### config.mk
export PLATFORM = sky130hd
export DESIGN_NAME = spu_alu_dispatch
export DESIGN_NICKNAME = d
export VERILOG_FILES = /design/src/rtl/spu_alu_pkg.sv /design/src/rtl/spu_req_fifo.sv /design/src/rtl/spu_alu_dispatch.sv
export SDC_FILE = /design/constraint.sdc
export NUM_CORES = 1
export LEC_CHECK = 0
export CAP_MARGIN = 5
export CORE_UTILIZATION = 49
export CTS_CLUSTER_SIZE = 30
export DETAILED_ROUTE_END_ITERATION = 12
export PLACE_DENSITY = 0.84
export SKIP_LAST_GASP = 1
export SLEW_MARGIN = 25
export SYNTH_ARGS = -nofsm -noshare
export SYNTH_HDL_FRONTEND = slang
export SYNTH_SLANG_ARGS = --single-unit
### constraint.sdc
create_clock -name clk -period 11.1 [get_ports clk]
set_input_delay 1.11 -clock clk [delete_from_list [all_inputs] [get_ports clk]]
set_output_delay 1.11 -clock clk [all_outputs]
set_load 0.03 [all_outputs]
### src/rtl/spu_alu_pkg.sv
// Shared types for the SPU lane-ALU dispatch front end: opcodes, status
// states and the buffered request record.
package spu_alu_pkg;

    typedef enum logic [3:0] {
        OP_SUB = 4'd0,
        OP_ADD = 4'd1,
        OP_AND = 4'd2,
        OP_OR  = 4'd3,
        OP_XOR = 4'd4,
        OP_SHL = 4'd5,
        OP_SHR = 4'd6,
        OP_MUL = 4'd7,
        OP_EQ  = 4'd8
    } alu_op_e;

    localparam logic [3:0] OP_MAX = 4'd8;

    // Width of the tag field inside a buffered request; the dispatch
    // block's TAG_W parameter is expected to equal it.
    localparam int REQ_TAG_W = 4;

    typedef enum logic [1:0] {
        ST_IDLE,
        ST_RUN,
        ST_STALL
    } disp_state_e;

    typedef struct packed {
        logic [127:0]           a;
        logic [127:0]           b;
        logic [3:0]             ctr;
        logic                   half;
        logic [REQ_TAG_W-1:0]   tag;
    } alu_req_t;

endpackage

### src/rtl/spu_req_fifo.sv
// Synchronous request FIFO; pointers carry one extra wrap bit so full and
// empty are told apart without a separate counter.
module spu_req_fifo
    import spu_alu_pkg::*;
#(
    parameter int DEPTH = 4,
    localparam int AW   = $clog2(DEPTH)
) (
    input  logic            clk,
    input  logic            rst_n,
    input  logic            flush,
    input  logic            push,
    input  alu_req_t        wdata,
    input  logic            pop,
    output alu_req_t        rdata,
    output logic            full,
    output logic            empty,
    output logic [AW:0]     count
);

    logic [AW:0] wr_ptr;
    logic [AW:0] rd_ptr;
    alu_req_t    mem [DEPTH];

    assign empty = (wr_ptr == rd_ptr);
    assign full  = (wr_ptr[AW] != rd_ptr[AW]) && (wr_ptr[AW-1:0] == rd_ptr[AW-1:0]);
    assign count = wr_ptr - rd_ptr;
    assign rdata = mem[rd_ptr[AW-1:0]];

    // NOTE: state registers use non-blocking assignments so every flop samples pre-edge values.
    always_ff @(posedge clk or negedge rst_n) begin
        if (!rst_n) begin
            wr_ptr <= '0;
            rd_ptr <= '0;
        end else if (flush) begin
            wr_ptr <= '0;
            rd_ptr <= '0;
        end else begin
            if (push && !full)
                wr_ptr <= wr_ptr + 1'b1;
            if (pop && !empty)
                rd_ptr <= rd_ptr + 1'b1;
        end
    end

    // NOTE: the storage array has no reset; the pointers alone define which entries are live.
    always_ff @(posedge clk) begin
        if (push && !full && !flush)
            mem[wr_ptr[AW-1:0]] <= wdata;
    end

endmodule

### src/rtl/spu_alu_dispatch.sv
// Issue-side front end of the SPU lane ALU: buffers requests, drives the ALU
// operands from registers and captures results behind a valid/ready port.
module spu_alu_dispatch
    import spu_alu_pkg::*;
#(
    parameter int DEPTH = 4,
    parameter int TAG_W = REQ_TAG_W,
    parameter int CNT_W = 16
) (
    input  logic                clk,
    input  logic                rst_n,
    input  logic                flush,
    input  logic                req_valid,
    output logic                req_ready,
    input  logic [127:0]        req_a,
    input  logic [127:0]        req_b,
    input  logic [3:0]          req_ctr,
    input  logic                req_half,
    input  logic [TAG_W-1:0]    req_tag,
    output logic [127:0]        alu_a,
    output logic [127:0]        alu_b,
    output logic [3:0]          alu_ctr,
    output logic                alu_half,
    input  logic [127:0]        alu_out,
    output logic                resp_valid,
    input  logic                resp_ready,
    output logic [127:0]        resp_data,
    output logic                resp_zero,
    output logic                resp_err,
    output logic [TAG_W-1:0]    resp_tag,
    output logic                busy,
    output logic [CNT_W-1:0]    issued_cnt
);

    localparam int AW = $clog2(DEPTH);

    alu_req_t       push_entry;
    alu_req_t       head;
    logic           fifo_full;
    logic           fifo_empty;
    logic [AW:0]    fifo_count;
    logic           s1_valid;
    logic [TAG_W-1:0] s1_tag;
    disp_state_e    state_q;
    disp_state_e    state_d;

    assign push_entry = '{a: req_a, b: req_b, ctr: req_ctr, half: req_half, tag: req_tag};

    // A request offered during flush is dropped along with the queue.
    logic push;
    logic s1_adv;
    logic s1_load;
    logic s2_capture;
    assign req_ready  = !fifo_full;
    assign push       = req_valid && !fifo_full && !flush;
    assign s1_adv     = s1_valid && (!resp_valid || resp_ready);
    assign s1_load    = !fifo_empty && (!s1_valid || s1_adv) && !flush;
    assign s2_capture = s1_adv && !flush;

    spu_req_fifo #(.DEPTH(DEPTH)) u_fifo (
        .clk   (clk),
        .rst_n (rst_n),
        .flush (flush),
        .push  (push),
        .wdata (push_entry),
        .pop   (s1_load),
        .rdata (head),
        .full  (fifo_full),
        .empty (fifo_empty),
        .count (fifo_count)
    );

    // Occupancy after the coming edge, shared by the stage registers and the FSM.
    logic s1_valid_d;
    logic resp_valid_d;
    logic fifo_empty_d;
    logic busy_d;
    assign s1_valid_d   = !flush && (s1_load || (s1_valid && !s1_adv));
    assign resp_valid_d = s2_capture || (resp_valid && !resp_ready);
    assign fifo_empty_d = flush || (fifo_empty && !push)
                        || (fifo_count == {{AW{1'b0}}, 1'b1} && s1_load && !push);
    assign busy_d       = !fifo_empty_d || s1_valid_d || resp_valid_d;
    assign busy         = !fifo_empty || s1_valid || resp_valid;

    always_ff @(posedge clk or negedge rst_n) begin
        if (!rst_n) begin
            s1_valid   <= 1'b0;
            alu_a      <= '0;
            alu_b      <= '0;
            alu_ctr    <= '0;
            alu_half   <= 1'b0;
            s1_tag     <= '0;
            issued_cnt <= '0;
        end else begin
            s1_valid <= s1_valid_d;
            if (s1_load) begin
                alu_a      <= head.a;
                alu_b      <= head.b;
                alu_ctr    <= head.ctr;
                alu_half   <= head.half;
                s1_tag     <= head.tag;
                issued_cnt <= issued_cnt + 1'b1;
            end
        end
    end

    logic         op_err;
    logic [127:0] cap_data;
    assign op_err   = (alu_ctr > OP_MAX);
    assign cap_data = op_err ? '0 : alu_out;

    always_ff @(posedge clk or negedge rst_n) begin
        if (!rst_n) begin
            resp_valid <= 1'b0;
            resp_data  <= '0;
            resp_zero  <= 1'b0;
            resp_err   <= 1'b0;
            resp_tag   <= '0;
        end else begin
            resp_valid <= resp_valid_d;
            if (s2_capture) begin
                resp_data <= cap_data;
                resp_zero <= (cap_data == '0);
                resp_err  <= op_err;
                resp_tag  <= s1_tag;
            end
        end
    end

    always_ff @(posedge clk or negedge rst_n) begin
        if (!rst_n)
            state_q <= ST_IDLE;
        else
            state_q <= state_d;
    end

    // NOTE: next state gets a default before the case so no path leaves it unassigned (no latch).
    always_comb begin
        state_d = state_q;
        case (state_q)
            ST_IDLE:  if (push) state_d = ST_RUN;
            ST_RUN: begin
                if (s1_valid && resp_valid && !resp_ready)
                    state_d = ST_STALL;
                else if (!busy_d)
                    state_d = ST_IDLE;
            end
            ST_STALL: if (resp_ready) state_d = ST_RUN;
            default:  state_d = ST_IDLE;
        endcase
    end

    a_busy_not_idle: assert property (@(posedge clk) disable iff (!rst_n)
        busy |-> state_q != ST_IDLE);
    a_stall_has_resp: assert property (@(posedge clk) disable iff (!rst_n)
        state_q == ST_STALL |-> resp_valid);

endmodule

==> results of run 1 <==
==> layout make-up <==
class / count / area (um2) / area share
Antenna cell: 21 / 52.6 / 0.000751
Tap cell: 1488 / 1860 / 0.0266
Multi-Input combinational cell: 1048 / 12300 / 0.175
Clock buffer: 222 / 4260 / 0.0608
Timing Repair Buffer: 849 / 8540 / 0.122
Clock inverter: 52 / 520 / 0.00744
Sequential cell: 1483 / 42400 / 0.607
Inverter: 5 / 18.8 / 0.000268
==> registers in the layout, indices dropped and copies added (netlist names) <==
name / cells
alu_a: 128
alu_b: 128
alu_ctr: 4
alu_half: 1
issued_cnt: 16
resp_data: 128
resp_err: 1
resp_tag: 4
resp_valid: 1
resp_zero: 1
s1_tag: 4
s1_valid: 1
u_fifo.mem: 1060
u_fifo.rd_ptr: 3
u_fifo.wr_ptr: 3
==> synth_stat cells (all sizes together) (2+ instances only) <==
library cell and instances:
o31ai 2, o21ai 130, nor4 32, nand3 9, dfrtp 423, xor2 8
edfxtp 1060, mux2 270, and2 4, ha 6, and3 5, nand4 12
nor2 13, xnor2 17, inv 5, clkbuf 65, nand2 265, mux4 265
a21oi 2, buf 70
==> per-layer routing <==
metal  part of all wire  global-route usage  up-vias
met5            0.00087                   0        -
met4              0.056               0.134       18
met3              0.077              0.0668      319
met2               0.51               0.416     1340
met1               0.36               0.291    15000
li1                   -                   -    12300
==> kinds of logic after synthesis <==
group	count (synthesis)
compound gates	137
xor+xnor	25
fa+ha+maj	6
buf+inv	140
flops	1483
mux	536
simple gates	344
==> stage by stage <==
| step | std cells | utilization |
|---|---|---|
| detailed placement | 4871 | 0.584 |
| global placement | 4871 | 0.584 |
| CTS | 5145 | 0.627 |
| floorplan | 2671 | - |
| finish | 5168 | 0.628 |
| global route | 5166 | 0.628 |
==> worst max-delay path by stage <==
stage,to,depth (start not counted),startpoint
final,u_fifo.mem[0][53],7,u_fifo.rd_ptr[1]
after global routing,u_fifo.mem[0][115],7,u_fifo.rd_ptr[1]
after CTS,alu_a[88],5,u_fifo.rd_ptr[0]
after detailed placement,u_fifo.mem[2][77],5,flush
after global placement,alu_a[101],5,u_fifo.rd_ptr[0]
after floorplan,u_fifo.mem[0][0],7,u_fifo.rd_ptr[0]
==> critical path, cell delays in order (launching register included) <==
cell     delay (ps)
dfrtp_4        1010
xnor2_1         250
nand3_1         230
nand2_1         130
nor2_1          240
and2_4          690
buf_4           750
buf_12          390
==> where the power goes <==
group	total, mW	internal (mW)	switching, mW
Clock	4.89	2.83	2.07
Combinational	6.78	3.18	3.60
Sequential	7.62	6.87	0.759
Total	19.3	12.9	6.43
==> impl_metrics.py, run 1 <==
metrics = {
    "status": {
        "status": "complete, no violations",
    },
    "sta": {
        "min_period_ps": 4650,
        "fmax_mhz": 215,
        "period_share": 0.419,
        "hold-worst-slack_ps": 337,
        "final_hold_viol_count": 0,
        "worst_slew_pin_slew_ps": 1150,
        "fin_skew_ps": 27.7,
        "setup_viol": 0,
        "setup_ws_ps": 6450,
        "slew_headroom": 0.235,
        "rsz0062_at_grt": "false",
        "drv_slew": 0,
        "tns_ps": 0,
    },
    "route": {
        "viasPerCell": 5.59,
        "postRouteAntennaNets": 0,
        "drc": 0,
        "vias": 28900,
        "drt_pre_antenna_iters": 5,
        "drt_wl_total_um": 143000,
        "routedWlPerCell_um": 27.7,
        "drtIter0Drc": 2139,
    },
    "die": {
        "dieArea_um2": 114000,
        "num_rows": 122,
        "io_pins": 812,
        "dieHeight_um": 338,
        "core_um2": 111000,
        "start_util": 0.497,
        "die_w_um": 338,
    },
    "clock_network": {
        "cts_sinks": 1483,
        "path_clk_slew_ps": 60,
        "postCtsHoldBufs": 0,
        "cts-resized-gates": 0,
        "tritoncts": "built",
        "cts-root-buf": "clkbuf_16",
        "clk_latency_ps": 750,
        "cts_setup_buffers": 0,
        "clock_path_buffers": 3,
        "h-tree-depth": 4,
        "cts_made_buffers": 148,
    },
    "place": {
        "place_ws_ps": 6310,
        "place_congestion": 0.985,
        "place_hpwl_um": 91700,
        "postPlaceCellArea_um2": 65100,
        "portBuffers": 811,
    },
    "global_route": {
        "grt_pass1_wl_um": 207000,
        "grt_max_degree": 138,
        "grt_pass1_vias": 30500,
        "grt_usage": 0.248,
        "antenna_found_initial": 30,
        "grt_overflow_total": 0,
    },
    "yosys": {
        "synthArstFlopShare": 0.285,
        "synth_warnings": 0,
        "synthFlopType": "edfxtp_1",
        "synth_cell_types": 32,
        "synthAdderAreaFrac": 0.00135,
        "synth_compound_area_frac": 0.0127,
        "synth.area.mux_share": 0.176,
        "synth_enable_flop_cells": 1060,
        "synth_nets": 3075,
        "ys_seq_area_frac": 0.766,
        "ys_ff_latch": 1483,
        "synthSimpleGateAreaFrac": 0.0262,
        "synthTopCellsByArea": "edfxtp_1 57%, dfrtp_1 19%, mux4_2 11%, mux2_4 5.4%, nand2_1 1.8%",
        "synth-xor-area-share": 0.00395,
        "syn_inst": 2671,
        "synth_largest_area_cell": "edfxtp_1",
        "avgSynthCellArea_um2": 20.7,
        "syn_area_um2": 55400,
        "synth_top_family_by_area": "multiplexers",
        "synth.top_cell.area_share": 0.574,
    },
    "final_layout": {
        "final_common_cell": "edfxtp_1",
        "layout.nets": 3939,
        "finalInstanceArea_um2": 69900,
        "fill_cells": 7346,
        "syn2layout_area_growth_pct": 26.2,
        "layout-drive-gt1-share": 0.218,
        "final_cell_mix": "1060 x edfxtp_1, 810 x clkdlybuf4s50_1, 421 x dfrtp_1",
    },
    "critical_path": {
        "required_ps": 11450,
        "r2r-end": "u_fifo.mem[0][53]",
        "r2r_cells": 7,
        "worstSetupPathType": "reg -> reg",
        "crit_path_end_kind": "flop",
        "crit_arrival_ps": 5000,
        "r2r_setup_slack_ps": 6450,
        "rr_startpoint": "u_fifo.rd_ptr[1]",
        "cp_max_fo": 116,
        "cp-start-kind": "flop",
    },
    "pwr": {
        "ir_drop_mv": 0.207,
        "powerDensity_nw_per_um2": 276,
        "power_leakage_nw": 24.7,
        "finalPower_mw": 19.3,
    },
    "job": {
        "cap_viol_max_count": 0,
    },
    "worst_hold_path": {
        "hold_class": "in -> async",
    },
}
Power figures use the tool's default switching activity.
==> run 2, diff against run 1 <==
clock period = 4.7 ns   (was 11.1 ns; I/O delays follow)
==> run 2 against run 1 <==
- non-clock buffer count increased by 26
- first-iteration DRC count is 3.8% higher
- sequential power up 130%
- sequential share of layout area down 0.49 points
- critical path type is now reg -> out
- critical endpoint is now busy
- highest routed layer unchanged
==> impl_metrics.py, run 2 (same netlist as run 1, synthesis figures left out) <==
metrics = {
    "status": {
        "status": "complete, no violations",
    },
    "clock_network": {
        "clock_path_buffers": 3,
        "tritoncts": "built",
        "cts_setup_buffers": 0,
        "path_clk_slew_ps": 60,
        "clk_latency_ps": 750,
        "cts_made_buffers": 147,
        "cts-root-buf": "clkbuf_16",
        "h-tree-depth": 4,
        "cts_sinks": 1483,
    },
    "critical_path": {
        "r2r_setup_slack_ps": 1780,
        "rr_startpoint": "u_fifo.rd_ptr[0]",
        "cp-start-kind": "flop",
        "worstSetupPathType": "reg -> out",
        "crit_chain": "xnor2_1 -> nand4_1 -> clkdlybuf4s50_1",
        "required_ps": 4230,
        "cp_max_fo": 11,
        "crit_family": "buffers and inverters",
        "slowest_stage": "clkdlybuf4s50_1",
        "r2r_cells": 7,
        "crit_path_max_incr_delay_ps": 770,
        "crit_arrival_ps": 2570,
        "r2r-end": "u_fifo.mem[2][64]",
        "critPathBufInv": 1,
        "crit_path_end_kind": "primary output",
    },
    "sta": {
        "rsz0062_at_grt": "false",
        "worst_slew_pin_slew_ps": 1160,
        "tns_ps": 0,
        "setup_ws_ps": 1660,
        "fmax_mhz": 329,
        "hold-worst-slack_ps": 323,
        "final_hold_viol_count": 0,
        "fin_skew_ps": 36.4,
        "min_period_ps": 3040,
        "slew_headroom": 0.229,
        "period_share": 0.647,
        "setup_viol": 0,
        "drv_slew": 0,
    },
    "final_layout": {
        "stdcell_count": 5194,
        "final_cell_mix": "1060 x edfxtp_1, 810 x clkdlybuf4s50_1, 421 x dfrtp_1",
        "layout.nets": 3964,
        "fin_util": 0.633,
        "final_common_cell": "edfxtp_1",
        "largest_reg_flops": 1060,
        "layout-drive-gt1-share": 0.224,
        "syn2layout_area_growth_pct": 27.3,
        "finalInstanceArea_um2": 70500,
    },
    "die": {
        "num_rows": 122,
        "die_w_um": 338,
        "core_um2": 111000,
        "dieHeight_um": 338,
        "dieArea_um2": 114000,
        "start_util": 0.497,
        "io_pins": 812,
    },
    "global_route": {
        "grt_pass1_vias": 30900,
        "antenna_found_initial": 36,
        "grt_usage": 0.257,
        "grt_overflow_total": 0,
        "grt_max_degree": 131,
        "grt_pass1_wl_um": 213000,
    },
    "place": {
        "place_hpwl_um": 96500,
        "placed_cells": 4898,
        "portBuffers": 811,
        "place_congestion": 0.986,
        "place_ws_ps": 1680,
        "postPlaceCellArea_um2": 65500,
    },
    "route": {
        "viasPerCell": 5.58,
        "routedWlPerCell_um": 28.3,
        "drtIter0Drc": 2220,
        "vias": 29000,
        "drt_wl_total_um": 147000,
        "postRouteAntennaNets": 0,
        "drc": 0,
        "drt_pre_antenna_iters": 5,
    },
    "worst_hold_path": {
        "hold_class": "in -> reg",
        "hold_depth": 3,
        "hp-start": "alu_out[100]",
        "min_to": "resp_data[100]",
    },
    "job": {
        "cap_viol_max_count": 0,
    },
    "pwr": {
        "finalPower_mw": 45.9,
        "ir_drop_mv": 0.502,
        "powerDensity_nw_per_um2": 650,
        "power_leakage_nw": 25.0,
    },
}
## run 2: repair_timing
item,4_1_cts,5_1_grt
gates resized for setup,0,0
hold buffers,1,0
hold endpoints to repair,87,0
setup endpoints to repair,0,0
## run 2: routing by layer
metal  up-vias  part of all wire  track usage
met5         -            0.0014            0
met4        32             0.055        0.143
met3       304             0.075       0.0729
met2      1196              0.51        0.434
met1     15100              0.35        0.294
li1      12300                 -            -
## run 2: how the worst max path moves through the flow
| stage | from | to | cells after the start |
|---|---|---|---|
| final | u_fifo.rd_ptr[0] | busy | 3 |
| after global routing | u_fifo.rd_ptr[0] | busy | 3 |
| after CTS | u_fifo.rd_ptr[0] | busy | 3 |
| after detailed placement | flush | alu_a[77] | 5 |
| after global placement | flush | alu_a[77] | 5 |
| after floorplan | u_fifo.rd_ptr[0] | u_fifo.mem[0][0] | 7 |
## run 2: power by group
| group | internal (mW) | total, mW | leakage, nW | switching (mW) |
|---|---|---|---|---|
| sequential | 16.2 | 17.7 | 14.8 | 1.52 |
| combinational | 7.57 | 16.3 | 7.82 | 8.73 |
| clock | 6.80 | 11.8 | 2.39 | 5.02 |
## run 2: cell type report
class                      instances  area (um2)
fill                            7393       40900
tap                             1488        1860
timing repair buffer             875        8980
multi-input combinational       1048       12300
sequential                      1483       42400
clock buffer                     208        4120
inverter                           5        18.8
antenna                           22        55.1
clock inverter                    65         781
## run 2: worst register-to-register path, stage by stage, from the launching register on
cell	delay, ps
dfrtp_4	590
xnor2_1	220
nand3_1	170
nand2_1	120
nor2_1	240
and2_4	630
buf_12	320
buf_4	310
==> run 3, diff against run 2 <==
PLACE_DENSITY = 0.87   (was 0.84)
clock period = 2.6 ns   (was 4.7 ns; I/O delays follow)
==> run 3 against run 2 <==
- final cell count grew 1.5%
- combinational power grew 86%
- power grew 83%
- worst hold slack lost 200 ps
- clock-buffer cell count grew 5
- via count grew 5.0%
- register-to-register slack lost 1400 ps
- clock power grew 80%
- non-clock buffer count grew 60
- global-route usage grew 0.97 points
- sequential power grew 84%
- flip-flop and latch count is the same
- largest power group unchanged
- highest routed layer unchanged
==> impl_metrics.py, run 3 (same netlist as run 1, synthesis figures left out) <==
metrics = {
    "critical_path": {
        "crit_path_max_incr_delay_ps": 530,
        "cp_max_fo": 4,
        "critPathCapture": "busy",
        "crit_path_end_kind": "primary output",
        "cp-start-kind": "flop",
        "rr_startpoint": "u_fifo.rd_ptr[0]",
        "crit_arrival_ps": 2190,
        "worstSetupPathType": "reg -> out",
        "r2r_cells": 4,
        "r2r-end": "alu_b[8]",
        "crit_chain": "xnor2_2 -> nand4_1 -> dlygate4sd2_1",
        "slowest_stage": "dfrtp_4",
        "required_ps": 2340,
        "crit_start": "u_fifo.rd_ptr[1]",
        "r2r_setup_slack_ps": 410,
    },
    "clock_network": {
        "path_clk_slew_ps": 60,
        "h-tree-depth": 4,
        "cts-root-buf": "clkbuf_16",
        "cts_sinks": 1483,
        "cts_made_buffers": 149,
        "tritoncts": "built",
        "clock_path_buffers": 3,
        "clk_latency_ps": 750,
        "cts_setup_buffers": 0,
    },
    "die": {
        "start_util": 0.497,
        "die_w_um": 338,
        "io_pins": 812,
        "num_rows": 122,
        "dieArea_um2": 114000,
        "core_um2": 111000,
        "dieHeight_um": 338,
    },
    "sta": {
        "final_hold_viol_count": 0,
        "setup_ws_ps": 152,
        "setup_viol": 0,
        "min_period_ps": 2450,
        "hold-worst-slack_ps": 118,
        "rsz0062_at_grt": "false",
        "worst_slew_pin_slew_ps": 1090,
        "drv_slew": 0,
        "period_share": 0.941,
        "fin_skew_ps": 28.6,
        "slew_headroom": 0.273,
        "fmax_mhz": 409,
    },
    "job": {
        "cap_viol_max_count": 0,
    },
    "place": {
        "place_ws_ps": 330,
        "place_congestion": 0.997,
        "portBuffers": 811,
        "place_hpwl_um": 100000,
    },
    "global_route": {
        "grt_usage": 0.266,
        "grt_max_degree": 147,
        "grt_overflow_total": 0,
        "grt_pass1_vias": 32100,
        "antenna_found_initial": 41,
        "grt_pass1_wl_um": 221000,
    },
    "route": {
        "drt_pre_antenna_iters": 5,
        "drtIter0Drc": 2640,
        "drt_wl_total_um": 154000,
        "vias": 30400,
        "drc": 0,
        "routedWlPerCell_um": 29.1,
        "postRouteAntennaNets": 0,
        "viasPerCell": 5.77,
    },
    "pwr": {
        "powerDensity_nw_per_um2": 1180,
        "ir_drop_mv": 0.894,
        "power_leakage_nw": 25.4,
    },
    "worst_hold_path": {
        "hold_class": "in -> reg",
    },
    "final_layout": {
        "largest_reg_flops": 1060,
        "layout-drive-gt1-share": 0.238,
        "layout.nets": 4026,
        "syn2layout_area_growth_pct": 28.8,
        "final_cell_mix": "1060 x edfxtp_1, 808 x clkdlybuf4s50_1, 421 x dfrtp_1",
        "final_common_cell": "edfxtp_1",
    },
    "status": {
        "status": "complete, no violations",
    },
}
-- run 3: area by class of cell --
cell class | instances | area [um2]
clock buffers | 213 | 4220
well taps | 1488 | 1860
repair buffers | 935 | 9820
multi-input cells | 1048 | 12300
clock inverters | 67 | 637
inverters | 5 | 18.8
fillers | 7055 | 40000
flip-flops and latches | 1483 | 42400
diodes | 33 | 82.6
-- run 3: worst min-delay path by stage --
| stage | startpoint | slack [ps] | cells past startpoint | endpoint |
|---|---|---|---|---|
| floorplan | rst_n | -40 | 0 | alu_a[0] |
| global placement | rst_n | 340 | 1 | resp_data[64] |
| detailed placement | rst_n | 340 | 1 | resp_data[75] |
| CTS | alu_out[63] | 40 | 3 | resp_data[63] |
| global route | alu_out[110] | 80 | 3 | resp_data[110] |
| finish | alu_out[63] | 120 | 3 | resp_data[63] |
-- run 3: repair_timing --
action / in CTS / in global routing
endpoints found under the hold margin: 56 / 0
cloned: 0 / 0
gates resized for setup: 2 / 1
setup endpoints to repair: 2 / 2
hold buffers: 1 / 0
-- run 3: through the flow --
| step | setup TNS (ps) | instance area [um2] | std cells | util | power [mW] |
|---|---|---|---|---|---|
| finish | 0 | 71400 | 5272 | 0.641 | 84.0 |
| global route | 0 | 71400 | 5271 | 0.641 | 86.5 |
| CTS | -52.1 | 71300 | 5239 | 0.640 | 84.4 |
| detailed placement | 0 | 66400 | 4958 | 0.596 | 62.7 |
| global placement | 0 | 66400 | 4958 | 0.596 | 61.9 |
| floorplan | -894830 | 55500 | 2671 | - | 49.9 |
-- run 3: routing by layer --
layer | share of wire | up-vias | wire (um) | global-route usage
li1 | - | 12500 | - | -
met1 | 0.35 | 16000 | 53600 | 0.308
met2 | 0.52 | 1580 | 79200 | 0.450
met3 | 0.077 | 375 | 11800 | 0.0688
met4 | 0.058 | 20 | 8910 | 0.155
met5 | 0.00084 | - | 129 | 0
-- run 3: critical path: cells and delay by family, from the launching register on --
kind / cells / cell delay [ps]
buffers and inverters: 1 / 460
AND/OR/NAND/NOR: 1 / 180
XOR/XNOR: 1 / 280
flip-flops: 1 / 530
-- run 3: power by group --
group | total, mW | internal (mW) | switching (mW)
combinational | 30.3 | 14.2 | 16.1
sequential | 32.5 | 29.3 | 3.19
clock | 21.2 | 12.0 | 9.17
